[src/rtl/adc_sar_control.sv]
// 12-bit SAR ADC sequencer: sample, per-bit DAC trial/settle/strobe/decide, MSB-first result.
// Registered (Moore) outputs; valid pulses SAMPLE_CYCLES+12*(SETTLE_CYCLES+2) cycles after the start edge; no backpressure.
module adc_sar_control #(
    parameter int SAMPLE_CYCLES = 4,
    parameter int SETTLE_CYCLES = 1
) (
    input  logic        clk,
    input  logic        rst,
    input  logic        start_in,
    input  logic        continuous_in,
    input  logic        comp_in,
    output logic        sample_out,
    output logic        comp_strobe_out,
    output logic [11:0] dac_data_out,
    output logic [11:0] result_out,
    output logic        result_valid_out,
    output logic        busy_out
);

    typedef enum logic [2:0] {
        S_IDLE,
        S_SAMPLE,
        S_SETTLE,
        S_COMPARE,
        S_DECIDE,
        S_DONE
    } state_t;

    localparam logic [3:0] SAMPLE_LAST = 4'(SAMPLE_CYCLES - 1);
    localparam logic [3:0] SETTLE_LAST = 4'(SETTLE_CYCLES - 1);

    state_t      r_state;
    state_t      w_state_nxt;
    logic [3:0]  r_bit_idx;
    logic [3:0]  w_bit_idx_nxt;
    logic [3:0]  r_cnt;
    logic [3:0]  w_cnt_nxt;
    logic [11:0] r_sar;
    logic [11:0] w_sar_nxt;
    logic [11:0] r_result;
    logic [11:0] w_result_nxt;
    logic [11:0] w_trial_nxt;
    logic [11:0] w_dac_nxt;

    logic        r_sample;
    logic        r_strobe;
    logic [11:0] r_dac;
    logic        r_valid;
    logic        r_busy;

    always_comb begin
        w_state_nxt   = r_state;
        w_bit_idx_nxt = r_bit_idx;
        w_cnt_nxt     = r_cnt;
        w_sar_nxt     = r_sar;
        w_result_nxt  = r_result;
        unique case (r_state)
            S_IDLE: begin
                if (start_in) begin
                    w_state_nxt = S_SAMPLE;
                    w_cnt_nxt   = 4'd0;
                    w_sar_nxt   = 12'd0;
                end
            end
            S_SAMPLE: begin
                if (r_cnt == SAMPLE_LAST) begin
                    w_state_nxt   = S_SETTLE;
                    w_cnt_nxt     = 4'd0;
                    w_bit_idx_nxt = 4'd11;
                end else begin
                    w_cnt_nxt = r_cnt + 4'd1;
                end
            end
            S_SETTLE: begin
                if (r_cnt == SETTLE_LAST) begin
                    w_state_nxt = S_COMPARE;
                    w_cnt_nxt   = 4'd0;
                end else begin
                    w_cnt_nxt = r_cnt + 4'd1;
                end
            end
            S_COMPARE: begin
                w_state_nxt = S_DECIDE;
            end
            S_DECIDE: begin
                // the trial bit is never set in r_sar, so OR-ing the decision in is enough
                w_sar_nxt = r_sar | (12'(comp_in) << r_bit_idx);
                if (r_bit_idx == 4'd0) begin
                    w_state_nxt  = S_DONE;
                    w_result_nxt = w_sar_nxt;
                end else begin
                    w_state_nxt   = S_SETTLE;
                    w_bit_idx_nxt = r_bit_idx - 4'd1;
                    w_cnt_nxt     = 4'd0;
                end
            end
            S_DONE: begin
                if (continuous_in) begin
                    w_state_nxt = S_SAMPLE;
                    w_cnt_nxt   = 4'd0;
                    w_sar_nxt   = 12'd0;
                end else begin
                    w_state_nxt = S_IDLE;
                end
            end
            default: begin
                w_state_nxt = S_IDLE;
            end
        endcase
    end

    // Outputs are computed from the next state so the registered copy lines up with the state it describes.
    always_comb begin
        w_trial_nxt = w_sar_nxt | (12'd1 << w_bit_idx_nxt);
        w_dac_nxt   = 12'h800;
        case (w_state_nxt)
            S_SETTLE, S_COMPARE, S_DECIDE: w_dac_nxt = w_trial_nxt;
            S_DONE:                        w_dac_nxt = w_sar_nxt;
            default:                       w_dac_nxt = 12'h800;
        endcase
    end

    always_ff @(posedge clk) begin
        if (rst) begin
            r_state   <= S_IDLE;
            r_bit_idx <= 4'd11;
            r_cnt     <= 4'd0;
            r_sar     <= 12'd0;
            r_result  <= 12'd0;
            r_sample  <= 1'b0;
            r_strobe  <= 1'b0;
            r_dac     <= 12'h800;
            r_valid   <= 1'b0;
            r_busy    <= 1'b0;
        end else begin
            r_state   <= w_state_nxt;
            r_bit_idx <= w_bit_idx_nxt;
            r_cnt     <= w_cnt_nxt;
            r_sar     <= w_sar_nxt;
            r_result  <= w_result_nxt;
            r_sample  <= (w_state_nxt == S_SAMPLE);
            r_strobe  <= (w_state_nxt == S_COMPARE);
            r_dac     <= w_dac_nxt;
            r_valid   <= (w_state_nxt == S_DONE);
            r_busy    <= (w_state_nxt != S_IDLE);
        end
    end

    assign sample_out       = r_sample;
    assign comp_strobe_out  = r_strobe;
    assign dac_data_out     = r_dac;
    assign result_out       = r_result;
    assign result_valid_out = r_valid;
    assign busy_out         = r_busy;

endmodule

[config.mk]
export PLATFORM = sky130hd
export DESIGN_NAME = adc_sar_control
export DESIGN_NICKNAME = d
export VERILOG_FILES = /design/src/rtl/adc_sar_control.sv
export SDC_FILE = /design/constraint.sdc
export NUM_CORES = 1
export LEC_CHECK = 0
export CAP_MARGIN = 40
export CORE_ASPECT_RATIO = 0.7
export CORE_MARGIN = 10
export CORE_UTILIZATION = 54
export CTS_CLUSTER_SIZE = 8
export DETAILED_ROUTE_END_ITERATION = 8
export PLACE_DENSITY = 0.78
export SYNTH_ARGS = -nofsm -noshare
export SYNTH_HDL_FRONTEND = slang
export SYNTH_SLANG_ARGS = --single-unit
[constraint.sdc]
create_clock -name clk -period 3.06 [get_ports clk]
set_clock_uncertainty 0.05 [all_clocks]
set_input_delay 0.306 -clock clk [delete_from_list [all_inputs] [get_ports clk]]
set_output_delay 0.306 -clock clk [all_outputs]
set_load 0.02 [all_outputs]
==> results of run 1 <==
-- layout by cell type (no fill, tap or decap), drive strengths merged, types with 6 or more instances in the layout --
master,n
dfxtp,51
clkdlybuf4s50,32
nand2,29
nor2,29
a21oi,18
nor3,11
inv,10
o21ai,10
nor2b,8
nor3b,8
a22oi,7
nand3,7
or3b,7
o2bb2ai,6
-- flip-flops by register name, summed over array words and instances, names as in the netlist --
| name | cells |
|---|---|
| dac_data_out | 12 |
| r_sar | 12 |
| result_out | 12 |
| r_bit_idx | 4 |
| r_cnt | 4 |
| r_state | 3 |
| busy_out | 1 |
| comp_strobe_out | 1 |
| result_valid_out | 1 |
| sample_out | 1 |
-- worst max-delay path, stage by stage, from the launching register on --
cell       delay [ns]
dfxtp_1          0.40
ha_1             0.22
nor3b_1          0.59
nand2_1          0.24
a31o_1           0.27
or3_1            0.39
o2bb2ai_1        0.14
-- layout make-up --
class	instances	area [sq um]
fill	324	1261
multi-input combinational	187	1171
sequential	51	1021
timing repair buffer	36	350.3
clock buffer	5	68.82
tap	52	65.06
clock inverter	3	46.29
inverter	9	33.78
-- metal layers --
layer	track usage [%]	wire, microns	up-vias	share of wire [%]
li1	-	-	998	-
met4	6.431	126	0	2.2
met2	21.68	2144	93	37
met1	21.85	2965	924	51
met3	5.576	559	13	9.6
met5	0	0	-	0
-- through the flow --
| step | instances | power, uW | area, sq um | util (%) |
|---|---|---|---|---|
| finish | 343 | 1212 | 2756 | 68.61 |
| global route | 343 | 1253 | 2756 | 68.61 |
| CTS | 343 | 1219 | 2756 | 68.61 |
| detailed placement | 335 | 751.8 | 2641 | 65.74 |
| global placement | 335 | 750.9 | 2641 | 65.74 |
| floorplan | 264 | 730.7 | 2303 | - |
-- Yosys cell counts (all sizes together) (2+ instances only) --
cell and number:
and2 2, or3 2, inv 9, nor3b 8, nand4b 2, ha 3, a211oi 5, o21ai 10
nand2 29, a21o 2, a32oi 5, clkbuf 11, o22ai 3, dfxtp 51, a21oi 18, a31o 2
nor2 29, o2bb2ai 6, xnor2 2, or3b 7, nor2b 8, nor3 11, buf 6, a22oi 7
nand3 7, nor4 2
-- worst min-delay path by stage --
stage	startpoint	end	slack, ns	depth (start not counted)
detailed placement	result_out[10]	result_out[10]	0.40	2
CTS	r_sar[10]	result_out[10]	0.41	2
global placement	result_out[6]	result_out[6]	0.39	2
finish	result_out[5]	result_out[5]	0.41	2
floorplan	rst	r_bit_idx[0]	0.38	2
global route	result_out[5]	result_out[5]	0.43	2
-- kinds of logic (layout without fill, tap and decap cells) --
group | count (synthesis) | in the layout
simple gates | 112 | 112
buf+inv | 26 | 53
flops | 51 | 51
mux | 1 | 1
xor+xnor | 2 | 2
fa+ha+maj | 3 | 3
compound gates | 69 | 69
-- power groups by stage --
stage / clock network, uW / registers, uW / logic [uW]
after floorplan: 0 / 691 / 39.6
after global placement: 0 / 692 / 59.3
after detailed placement: 0 / 692 / 59.9
after CTS: 483 / 676 / 59.8
after global routing: 509 / 678 / 66.7
final: 475 / 676 / 60.7
==> reports/metrics.yaml, run 1 <==
synthAdderAreaFrac_pct: 1.630
synth_area_leaders: "dfxtp_1, nand2_1, nor2_1, a21oi_1, a22oi_1"
die_area_sq_mm: 0.007320
grtUsageTotal_pct: 15.78
yosysWarnings: 0
cts_tree: "yes"
synth_edf_count: 0
cts_buffers: 5
drt_iter0_markers: 182
layout_min_cycle_time_ns: 2.381
worstPathRequired_ns: 3.26
ys_ff_latch: 51
power.net_switching_uw: 272.1
grt_pass1_wl_mm: 9.411
fin_crit_sh_pct: 77.81
grt_pass1_vias: 1823
grt_start_max_net_pins: 23
cts_resized: 0
synth_flop_cell: "dfxtp_1"
synth_compound_area_share_pct: 21.56
netlist_area_sq_mm: 0.002303
grt_overflow: 0
internal_power_uw: 940.2
die_w_microns: 98.06
fin_setup_tns_ns: 0
startpoint: "r_cnt[1]"
slew_viol_final: 0
clock_latency_ns: 0.31
cts-root-buf: "clkbuf_8"
rsz0062_at_grt: "no"
p_seq_share_pct: 55.8
synth-async-reset-ratio_pct: 0
antenna_found_initial: 0
swShare_pct: 22.45
comb_power_share_pct: 5.0
drt-pass1-iter-count: 5
seq_area_frac_synth_pct: 44.32
tightest_slew_ns: 0.7381
vias: 2028
drive_gt1_share_pct: 9.278
core.rowCount: 19
pin_count: 33
die_h_microns: 74.65
place_ws_ns: 0.7860
r2r_cells: 6
fmax_mhz: 420.0
syn2layout_area_growth_pct: 19.66
pwr_density_cell_mw_per_mm2: 439.8
p_leak_uw: 0.0009667
setup_viol: 0
syn_inst: 264
avgRoutedWirePerCell_microns: 16.90
critPathKind: "reg -> reg"
r2r_end: "dac_data_out[10]"
synthSimpleGateAreaFrac_pct: 26.40
hold_viol: 0
synthMuxAreaShare_pct: 0.4889
power.share.clock_pct: 39.2
syn-mean-instance-area_sq_um: 8.725
yosysTopAreaCellShare_pct: 44.32
start_kind: "register"
post-cts-setup-buffer-count: 0
yosysTopAreaCell: "dfxtp_1"
start_util_pct: 57.33
relSlewSlack_pct: 50.79
io_buffer_count: 32
postCtsHoldBufs: 0
htreeDepth: 2
reg2reg_slack_ns: 0.68
vias_per_cell: 5.913
detail-route-antenna-nets: 0
place.gp.congestion: 0.8598
synth_nets: 272
ir_drop_v: 0.0003075
synth_top_family_by_area: "simple AND/OR/NAND/NOR gates"
drc: 0
clock-sinks: 51
wl_mm: 5.795
antenna_cells: 0
setup_ws_ns: 0.6791
cts_buffer_depth: 2
r2r_start: "r_cnt[1]"
status: "complete, no violations"
hp-class: "reg -> reg"
synth_xor_area_share_pct: 0.7605
cp_max_fo: 5
cap_violations: 0
dpl.hpwl_mm: 4.238
critPathCapture: "dac_data_out[10]"
finalNetCount: 298
holdWs_ns: 0.4126
arrival_ns: 2.58
synth.distinct_cells: 52
core_area_sq_mm: 0.004018
clkTransAtPathRegs_ns: 0.10
end_kind: "register"
No activity file was read; power rests on OpenSTA's default activity.
==> run 2, diff against run 1 <==
- CORE_UTILIZATION: 54 -> 48
- PLACE_DENSITY: 0.78 -> 0.74
- clock period: 3.06 -> 2.05 ns (I/O delays scaled with it)
==> run 2 against run 1 <==
Register-to-register slack worse by 0.62 ns; maximum frequency increased by 19%; largest power group unchanged; power up 43%.
==> reports/metrics.yaml, run 2 (synthesized netlist as in run 1, its figures left out) <==
r2r_cells: 5
drc: 0
final_cell_mix: "dfxtp_1, clkdlybuf4s50_1, buf_4, nor2_1, nand2_1"
fin_setup_tns_ns: 0
die_area_sq_mm: 0.008014
syn2layout_area_growth_pct: 30.69
postLayoutCellArea_sq_mm: 0.003010
cts_buffers: 5
antenna_found_initial: 0
end_kind: "register"
power.share.clock_pct: 35.1
io_buffer_count: 32
clock-sinks: 51
fin_util_pct: 67.21
antenna_cells: 0
fill_cells: 363
setup_viol: 0
postCtsHoldBufs: 0
slew_viol_final: 0
clock_latency_ns: 0.30
holdWs_ns: 0.4067
grt_pass1_wl_mm: 9.756
grt_overflow: 0
internal_power_uw: 1327
ir_drop_v: 0.0002835
cp_max_fo: 6
p_leak_uw: 0.001101
fin_crit_sh_pct: 97.28
hold_viol: 0
startpoint: "r_state[2]"
comb_power_share_pct: 6.6
fmax_mhz: 501.5
drt_iter0_markers: 272
reg2reg_slack_ns: 0.06
core_area_sq_mm: 0.004479
avgRoutedWirePerCell_microns: 16.74
grtUsageTotal_pct: 15.04
htreeDepth: 2
final_common_cell: "dfxtp_1"
vias: 2122
grt_pass1_vias: 1965
critPathKind: "reg -> reg"
relSlewSlack_pct: 72.58
r2r_end: "dac_data_out[4]"
cts_tree: "yes"
status: "complete, no violations"
power.net_switching_uw: 403.4
finalPower_uw: 1730
die_h_microns: 77.96
core.rowCount: 20
p_seq_share_pct: 58.2
hp-class: "reg -> reg"
pwr_density_cell_mw_per_mm2: 574.7
pin_count: 33
swShare_pct: 23.32
start_util_pct: 51.42
drive_gt1_share_pct: 20.44
cts-root-buf: "clkbuf_8"
dpl_cell_area_sq_mm: 0.002855
finalNetCount: 325
grt_start_max_net_pins: 29
critPathCapture: "dac_data_out[4]"
worstPathRequired_ns: 2.23
tightest_slew_ns: 0.4113
die_w_microns: 102.8
start_kind: "register"
cts_buffer_depth: 2
drt-pass1-iter-count: 5
wl_mm: 6.244
layout_min_cycle_time_ns: 1.994
detail-route-antenna-nets: 0
arrival_ns: 2.17
place.gp.congestion: 0.8477
r2r_start: "r_state[2]"
vias_per_cell: 5.689
dpl.hpwl_mm: 4.533
clkTransAtPathRegs_ns: 0.09
cap_violations: 0
-- run 2: cell types whose count changed in the layout (fill, tap and decap cells not counted), moves of 2 or more --
cell     before  now
or3b_4        0    3
dfxtp_2       0    2
dfxtp_1      51   49
buf_4         4   30
or3b_1        6    3
-- run 2: cell type report --
class / count / area (sq um) / area share (%)
Sequential cell: 51 / 1023 / 34.00
Inverter: 9 / 33.78 / 1.122
Clock inverter: 2 / 16.27 / 0.5403
Timing Repair Buffer: 63 / 565.5 / 18.79
Tap cell: 55 / 68.82 / 2.286
Multi-Input combinational cell: 187 / 1220 / 40.52
Clock buffer: 6 / 82.58 / 2.743
-- run 2: critical path: stages, from the launching register on --
cell and delay (ns):
dfxtp_1 0.46, nor3b_4 0.38, nand3_2 0.13, or4_4 0.52
a21oi_2 0.23, o2bb2ai_1 0.15
-- run 2: how the worst min path moves through the flow --
stage	start	endpoint	slack [ns]	cells after the start
after floorplan	rst	r_bit_idx[0]	0.27	2
after global placement	result_out[5]	result_out[5]	0.39	2
after detailed placement	result_out[11]	result_out[11]	0.40	2
after CTS	result_out[11]	result_out[11]	0.41	2
after global routing	result_out[11]	result_out[11]	0.42	2
final	result_out[4]	result_out[4]	0.41	2
-- run 2: routing by layer --
layer  up-vias  global-route usage [%]  share of wire (%)
met5         -                       0                  0
met4         0                   2.355               0.50
met3         4                   4.336                9.1
met2        85                   20.03                 41
met1       983                   23.19                 50
li1       1050                       -                  -
-- run 2: power groups by stage --
stage | logic [uW] | registers [uW] | clock network, uW
2_1_floorplan | 59.0 | 1030 | 0
3_3_place_gp | 108 | 1030 | 0
3_5_place_dp | 109 | 1030 | 0
4_1_cts | 109 | 1010 | 618
5_1_grt | 123 | 1010 | 659
6_report | 115 | 1010 | 608
-- run 2: through the flow --
stage	instances	worst slack, ns
2_1_floorplan	264	0.01816
3_3_place_gp	364	0.01914
3_5_place_dp	364	-0.002832
4_1_cts	372	0.0009752
5_1_grt	373	-0.02904
6_report	373	0.05581
-- run 2: repair_timing --
item | in CTS | in global routing
gates resized for setup | 1 | 11
pin swaps | 0 | 2
setup endpoints to repair | 2 | 23
hold endpoints to repair | 0 | 0
buffers inserted | 0 | 1
==> run 3, diff against run 2 <==
- CORE_UTILIZATION: 48 -> 54
- PLACE_DENSITY: 0.74 -> 0.78
- clock period: 2.05 -> 2.51 ns (I/O delays scaled with it)
==> run 3 against run 2 <==
Maximum frequency fell by 12%; flip-flop and latch count is the same; first-iteration DRC count is 20% lower; power decreased by 15%; clock power down 5.3%; highest routed layer unchanged; critical endpoint is now dac_data_out[10]; critical path type unchanged; register-to-register slack better by 0.18 ns.
==> reports/metrics.yaml, run 3 (synthesized netlist as in run 1, its figures left out) <==
cts_buffer_depth: 2
holdWs_ns: 0.4080
dpl_cell_area_sq_mm: 0.002711
drc: 0
hold_viol: 0
end_kind: "register"
finalNonFillerCells: 349
place.gp.congestion: 0.8843
slew_viol_final: 0
grt_overflow: 0
tightest_slew_ns: 0.5063
io_buffer_count: 32
grtUsageTotal_pct: 16.96
htreeDepth: 2
final_cell_mix: "dfxtp_1, clkdlybuf4s50_1, nand2_1, nor2_1, a21oi_1"
antenna_found_initial: 0
drt_iter0_markers: 217
antenna_cells: 0
vias_per_cell: 5.885
fin_setup_tns_ns: 0
relSlewSlack_pct: 66.20
post-cts-setup-buffer-count: 0
pwr_density_cell_mw_per_mm2: 523.7
die_h_microns: 74.65
postCtsHoldBufs: 0
p_leak_uw: 0.001009
drive_gt1_share_pct: 11.11
cts-root-buf: "clkbuf_8"
worstPathRequired_ns: 2.70
postLayoutCellArea_sq_mm: 0.002824
place_inst: 341
arrival_ns: 2.47
final_common_cell: "dfxtp_1"
cts_buffers: 5
grtUsageMet2_pct: 24.01
core.rowCount: 19
pin_count: 33
grt.busiest_layer: "met2"
clock_latency_ns: 0.31
clkTransAtPathRegs_ns: 0.09
wl_mm: 6.016
dpl.hpwl_mm: 4.382
finalNetCount: 304
fin_crit_sh_pct: 90.54
grt_pass1_wl_mm: 10.07
detail-route-antenna-nets: 0
cp_max_fo: 11
drt-pass1-iter-count: 4
rsz0062_at_grt: "no"
critPathKind: "reg -> reg"
cp_num_buf_inv: 1
die_area_sq_mm: 0.007320
fin_util_pct: 70.29
crit_family: "simple AND/OR/NAND/NOR gates"
layout_min_cycle_time_ns: 2.272
status: "complete, no violations"
path_cells: "inv_1 -> ha_1 -> or3b_1 -> a221oi_1 -> a31o_1 -> or3_1 -> o2bb2ai_1"
worst_path_max_delay_cell: "dfxtp_1"
met1_usage_pct: 22.84
setup_viol: 0
hp-class: "reg -> reg"
cts_resized: 0
clock-sinks: 51
grt_pass1_vias: 1981
cts_tree: "yes"
max_stage_delay_ns: 0.58
use_met3_pct: 6.399
core_area_sq_mm: 0.004018
grt_start_max_net_pins: 32
start_kind: "register"
avgRoutedWirePerCell_microns: 17.24
fmax_mhz: 440.1
ir_drop_v: 0.0003500
cap_violations: 0
die_w_microns: 98.06
vias: 2054
start_util_pct: 57.33
syn2layout_area_growth_pct: 22.60
-- run 3: cell count changes in the layout (fill, tap and decap cells not counted), moves of 2 or more --
cell,change
dfxtp_1,+2
buf_4,-22
dfxtp_2,-2
or3b_4,-3
or3b_1,+3
-- run 3: layer usage --
layer  wire (microns)  up-vias
met5                0        -
met4               72        0
met3              572        6
met2             2411       61
met1             2959      980
li1                 -     1007
-- run 3: final timing paths --
path / startpoint / to / slack [ns] / cells past startpoint
max reg2reg: r_bit_idx[1] / dac_data_out[10] / 0.24 / 7
max: r_bit_idx[1] / dac_data_out[10] / 0.24 / 7
min: r_sar[4] / result_out[4] / 0.41 / 2
min reg2reg: r_sar[4] / result_out[4] / 0.41 / 2
-- run 3: final cells by class --
| type | instances | area [sq um] |
|---|---|---|
| timing repair buffer | 42 | 420.4 |
| tap | 52 | 65.06 |
| multi-input combinational | 187 | 1171 |
| clock inverter | 3 | 43.79 |
| clock buffer | 5 | 68.82 |
| inverter | 9 | 33.78 |
| fill | 332 | 1194 |
| sequential | 51 | 1021 |
-- run 3: worst register-to-register path: stages (launching register included) --
cell	delay, ns
dfxtp_1	0.58
inv_1	0.09
ha_1	0.26
or3b_1	0.33
a221oi_1	0.14
a31o_1	0.26
or3_1	0.37
o2bb2ai_1	0.14
-- run 3: report_power, final --
part           internal [uW]  switching (uW)  total, uW  leakage (uW)
clock                    297             279        576     0.0000581
combinational           33.5            45.0       78.5      0.000539
sequential               815            8.95        824      0.000412
total                   1150             333       1480       0.00101
-- run 3: stage by stage --
| step | power (uW) | setup WS, ns |
|---|---|---|
| 6_report | 1479 | 0.2376 |
| 5_1_grt | 1522 | 0.06258 |
| 4_1_cts | 1484 | 0.2509 |
| 3_5_place_dp | 920.4 | 0.2839 |
| 3_3_place_gp | 917.9 | 0.2809 |
| 2_1_floorplan | 890.8 | 0.2656 |
